[src/rtl/shared_reg_arbiter.sv]
// Shared register written by NREQ requesters through a round-robin arbiter.
// Owners may lock the register for up to MAX_HOLD back-to-back writes.
module shared_reg_arbiter #(
    parameter int WIDTH    = 8,
    parameter int NREQ     = 4,
    parameter int MAX_HOLD = 4
) (
    input  logic                     clk,
    input  logic                     reset_n,
    input  logic [NREQ-1:0]          req_valid,
    input  logic [NREQ-1:0]          req_lock,
    input  logic [NREQ*WIDTH-1:0]    req_data,
    output logic [NREQ-1:0]          req_ready,
    output logic [WIDTH-1:0]         q,
    output logic                     q_upd,
    output logic [$clog2(NREQ)-1:0]  owner,
    output logic                     busy,
    output logic [15:0]              wr_count
);
    localparam int OWL = $clog2(NREQ);

    typedef enum logic {
        ST_IDLE  = 1'b0,
        ST_OWNED = 1'b1
    } state_t;

    state_t           r_state;
    logic [OWL-1:0]   r_ptr;
    logic [OWL-1:0]   r_owner;
    logic [3:0]       r_hold_cnt;
    logic [WIDTH-1:0] r_q;
    logic             r_q_upd;
    logic             r_busy;
    logic [15:0]      r_wr_count;
    logic [NREQ-1:0]  r_ready;

    logic [OWL-1:0]   w_pick;
    logic [NREQ-1:0]  w_pick_oh;
    logic             w_hs;
    logic             w_keep;
    logic [OWL-1:0]   w_next_ptr;
    logic [WIDTH-1:0] w_wdata;

    // First set request bit at or above p, wrapping past NREQ-1.
    function automatic logic [OWL-1:0] rr_pick(input logic [NREQ-1:0] v, input logic [OWL-1:0] p);
        logic [OWL-1:0] pick;
        logic           found;
        int             idx;
        pick  = p;
        found = 1'b0;
        for (int k = 0; k < NREQ; k++) begin
            idx = (int'(p) + k) % NREQ;
            if (!found && v[idx]) begin
                found = 1'b1;
                pick  = idx[OWL-1:0];
            end else begin
                found = found;
            end
        end
        return pick;
    endfunction

    function automatic logic [OWL-1:0] ptr_inc(input logic [OWL-1:0] o);
        logic [OWL-1:0] n;
        if (int'(o) == NREQ - 1) begin
            n = '0;
        end else begin
            n = o + OWL'(1);
        end
        return n;
    endfunction

    // Arbitration pick, handshake detection and owner write data.
    always_comb begin
        w_pick     = rr_pick(req_valid, r_ptr);
        w_pick_oh  = {{(NREQ-1){1'b0}}, 1'b1} << w_pick;
        w_hs       = (r_state == ST_OWNED) && req_valid[r_owner] && r_ready[r_owner];
        w_keep     = req_lock[r_owner] && ((int'(r_hold_cnt) + 1) < MAX_HOLD);
        w_next_ptr = ptr_inc(r_owner);
        w_wdata    = req_data[int'(r_owner)*WIDTH +: WIDTH];
    end

    // Ownership FSM with all outputs registered.
    always_ff @(posedge clk or negedge reset_n) begin
        if (!reset_n) begin
            r_state    <= ST_IDLE;
            r_ptr      <= '0;
            r_owner    <= '0;
            r_hold_cnt <= 4'd0;
            r_q        <= '0;
            r_q_upd    <= 1'b0;
            r_busy     <= 1'b0;
            r_wr_count <= 16'd0;
            r_ready    <= '0;
        end else begin
            case (r_state)
                ST_IDLE: begin
                    r_q_upd <= 1'b0;
                    if (|req_valid) begin
                        r_owner    <= w_pick;
                        r_hold_cnt <= 4'd0;
                        r_ready    <= w_pick_oh;
                        r_busy     <= 1'b1;
                        r_state    <= ST_OWNED;
                    end else begin
                        r_state <= ST_IDLE;
                    end
                end
                ST_OWNED: begin
                    if (w_hs) begin
                        r_q        <= w_wdata;
                        r_q_upd    <= 1'b1;
                        r_wr_count <= r_wr_count + 16'd1;
                        r_hold_cnt <= r_hold_cnt + 4'd1;
                        if (w_keep) begin
                            r_state <= ST_OWNED;
                        end else begin
                            r_state <= ST_IDLE;
                            r_ptr   <= w_next_ptr;
                            r_ready <= '0;
                            r_busy  <= 1'b0;
                        end
                    end else begin
                        // Owner withdrew: release without writing.
                        r_q_upd <= 1'b0;
                        r_state <= ST_IDLE;
                        r_ptr   <= w_next_ptr;
                        r_ready <= '0;
                        r_busy  <= 1'b0;
                    end
                end
                default: begin
                    r_state <= ST_IDLE;
                    r_q_upd <= 1'b0;
                    r_ready <= '0;
                    r_busy  <= 1'b0;
                end
            endcase
        end
    end

    assign req_ready = r_ready;
    assign q         = r_q;
    assign q_upd     = r_q_upd;
    assign owner     = r_owner;
    assign busy      = r_busy;
    assign wr_count  = r_wr_count;

endmodule

[config.mk]
export PLATFORM = sky130hd
export DESIGN_NAME = shared_reg_arbiter
export DESIGN_NICKNAME = d
export VERILOG_FILES = /design/src/rtl/shared_reg_arbiter.sv
export SDC_FILE = /design/constraint.sdc
export NUM_CORES = 1
export LEC_CHECK = 0
export ABC_CLOCK_PERIOD_IN_PS = 4800
export CAP_MARGIN = 10
export CORE_MARGIN = 5
export CORE_UTILIZATION = 48
export DETAILED_ROUTE_END_ITERATION = 7
export GPL_TIMING_DRIVEN = 0
export PLACE_DENSITY = 0.94
export SYNTH_ARGS = -nofsm -noshare
export SYNTH_HDL_FRONTEND = slang
export SYNTH_SLANG_ARGS = --single-unit
export TNS_END_PERCENT = 10
[constraint.sdc]
create_clock -name clk -period 4.8 [get_ports clk]
set_clock_uncertainty 0.05 [all_clocks]
set_input_delay 0.96 -clock clk [delete_from_list [all_inputs] [get_ports clk]]
set_output_delay 0.96 -clock clk [all_outputs]
set_load 0.03 [all_outputs]
==> summary.txt <==
Timing
  • Fmax: roughly 0.35 GHz
  • Final setup fails: 0
  • RSZ-0062 raised after global routing: false
  • Final worst slack: 1.95 ns
  • Worst slew pin tran: 0.839 ns
  • Fin crit period: ~2.9 ns
  • Slew HR: between 40 and 50%
  • Post-route clock period utilization: a little under 60%
  • Max-slew violations: 0
  • Final hold violations: 0
  • Final TNS setup: 0 ns

CTS
  • CTS tree: yes
  • Clk slew on worst S/H paths: approximately 0.080 ns
  • Clk sinks: 39
  • Quantity of hold-fixing buffers added after cts: 0
  • Clk_lat worst skew: about 0.29 ns
  • CTS buffer count: 5
  • Buffers inserted by post-CTS timing repair: 0
  • CTS Root Cell: clkbuf_8
  • H-tree Lvls: 2
  • Max Root-Sink Buffers: 2
  • PostCTS Resize Cnt: 0

Job
  • MaxCap Viol Count: 0

Global routing
  • Total Routing Usage GR: around 19%
  • Initial antenna violation count: 0
  • First-pass GRT wire length: 8210 microns
  • Met1 Use GR: a little under a quarter
  • Busiest grt layer: met2
  • Vias in the first global route: roughly 1800
  • Met2 usage: 33.9%
  • Largest net degree at the start of global routing: 40
  • Met3 GRT Util: 6.01%
  • Grt ovf: 0

Worst setup path
  • Worst path max stage delay: between 0.6 and 0.7 ns
  • Critical Path Sink Type: flip-flop
  • Worst path slowest cell: clkdlybuf4s50_1
  • Sum of buffers and inverters on the critical path: 1
  • Worst Path Max Fanout: 7
  • Crit-path cells: clkdlybuf4s50_1, nand2_1, mux4_2, nor4_4, nand4_1, xnor2_1
  • Crit path launch type: input pin
  • Crit path max-delay family: simple AND/OR/NAND/NOR gates
  • Critical Path RT: 4.94 ns
  • Worst Path Arrival: approximately 3 ns
  • Kind of critical path: in2reg

Route
  • Vias/cell: roughly 5.5
  • Routed via count: ~1700
  • Residual DRC count: 0
  • DR WL/cell: 15.5 microns
  • Post-DRT Antenna Nets: 0
  • Detailed Route WL: 4960 microns
  • 1st-pass router iterations: 4
  • Starting DRT DRC Count: 81

Placement
  • Placed Area: between 2000 and 3000 sq um
  • # placed instances: 311
  • Place WS: approximately 1.6 ns
  • Buffers on Ports: 73
  • GPL Wtd Cong: 0.810
  • DPL Wire Length: 3800 microns

Finish
  • Diode count: 0
  • Post-Layout Inst Area: about 2900 sq um
  • Fill count: roughly 280
  • Synth-to-layout area growth: 43.0%
  • Post-route core utilization: 71.5%
  • Count of non-filler cells in the finished layout: between 300 and 400
  • Most common cell after layout, fill and taps aside: clkdlybuf4s50_1
  • Commonest non-fill, non-tap cells in the layout: 72 x clkdlybuf4s50_1, 45 x nand2_1, 39 x dfrtp_1
  • Share of cells above drive strength 1: approximately an eighth
  • Nets@finish: between 300 and 400

Hold path
  • Worst Hold Class: reg2reg

Die
  • Row cnt: 23
  • Ports: between 70 and 80
  • Die area: approximately 5600 sq um
  • Die Ht: 75.0 microns
  • Initial Util: 50.0%
  • Core area: slightly above 4000 sq um
  • Width of the die: about 75 microns

Yosys
  • Register area share after synthesis: 48.1%
  • Post-synth top flop: dfrtp_1
  • EDFF count, synth: 0
  • Mean post-synth cell area: 10.8 sq um
  • Syn Inst Count: 188
  • Leading area contributor after synthesis: dfrtp_1
  • #FFs+latches synth: 39
  • Netlist cell types: 38
  • Post-synthesis cell area: around 2000 sq um
  • Synth warn: 0
  • Synth top area cells: dfrtp_1 48%, mux4_2 11%, nand2_1 8.3%, xnor2_1 5.2%, nand3_1 2.2%
  • Post-synth top area share: between 40% and 50%
  • Synthesized net count: around 230
  • Async SR Flop Fraction: 100%

Power and ir drop
  • Pwr Density: roughly 480 nW/um^2
  • Peak VDD IR: 0.000321 V
  • Pleak: between 1 and 1.5 nW

Outcome
  • Outcome: completed
cell usage after synthesis (2+ instances only):
library cell	count
nor2b_1	2
nand4_1	3
a21oi_1	7
o21ai_0	6
nor4_4	2
dfrtp_1	39
a22o_1	2
nor2_1	8
o2bb2ai_1	2
nand3_1	9
xor2_1	4
xnor2_1	12
mux2_2	2
nand2_1	45
inv_1	7
ha_1	3
mux4_2	10
buf_2	3
clkbuf_1	3
layer usage:
metal / part of all wire (%) / vias up
met5: 0 / -
met4: 0.77 / 0
met3: 8.1 / 3
met2: 53 / 76
met1: 38 / 848
li1: - / 820
worst register-to-register path, delay by kind of cell, from the launching register on:
kind	cells	cell delay [ns]
XOR/XNOR	1	0.15
multiplexers	1	0.65
flip-flops	1	0.47
AND/OR/NAND/NOR	2	0.61
logic make-up (layout without fill, tap and decap cells):
kind of cell | after synthesis | count (layout) | share of synthesized area, %
flops | 39 | 39 | 48.1
buf+inv | 14 | 95 | 3.14
fa+ha+maj | 3 | 3 | 1.85
compound gates | 24 | 24 | 7.58
xor+xnor | 16 | 16 | 6.90
mux | 13 | 13 | 12.7
simple gates | 79 | 79 | 19.7
final timing paths:
kind                                     startpoint                        to  slack (ns)  cells past startpoint
setup / recovery                       req_valid[3]  wr_count[11]$_DFFE_PN0P_        1.95                      6
hold / removal             wr_count[15]$_DFFE_PN0P_  wr_count[15]$_DFFE_PN0P_        0.42                      1
setup reg to reg               owner[0]$_DFFE_PN0P_  wr_count[11]$_DFFE_PN0P_        2.77                      4
hold reg to reg            wr_count[15]$_DFFE_PN0P_  wr_count[15]$_DFFE_PN0P_        0.42                      1
max in group asynchronous                   reset_n  req_ready[1]$_DFFE_PN0P_        3.45                      1
min in group asynchronous                   reset_n   wr_count[5]$_DFFE_PN0P_        0.72                      1
where the power goes:
part           switching (mW)  leakage [nW]  internal (mW)
clock network           0.118        0.0477         0.0995
registers              0.0811         0.512          0.414
logic                   0.363         0.724          0.312
total                   0.562          1.28          0.826
final cells by class:
class / count / area (sq um) / area share (%)
plain buffers: 7 / 37.5 / 1.29
repair buffers: 73 / 726 / 25.0
well taps: 50 / 62.6 / 2.16
flip-flops and latches: 39 / 976 / 33.6
clock buffers: 5 / 68.8 / 2.37
clock inverters: 3 / 15.0 / 0.517
inverters: 7 / 26.3 / 0.906
multi-input cells: 135 / 990 / 34.1
flip-flops by register name, summed over array words and instances, names as in the netlist:
name and cells:
r_ptr 2, r_state 1, q_upd 1, owner 2
r_hold_cnt 4, req_ready 4, wr_count 16, busy 1
q 8
through the flow:
stage | hold WS, ns | power [mW]
finish | 0.425 | 1.39
global route | 0.459 | 1.47
CTS | 0.431 | 1.40
detailed placement | 0.413 | 1.18
global placement | 0.408 | 1.16
floorplan | 0.419 | 0.921
Note: power is estimated with default switching activity, not from simulation.
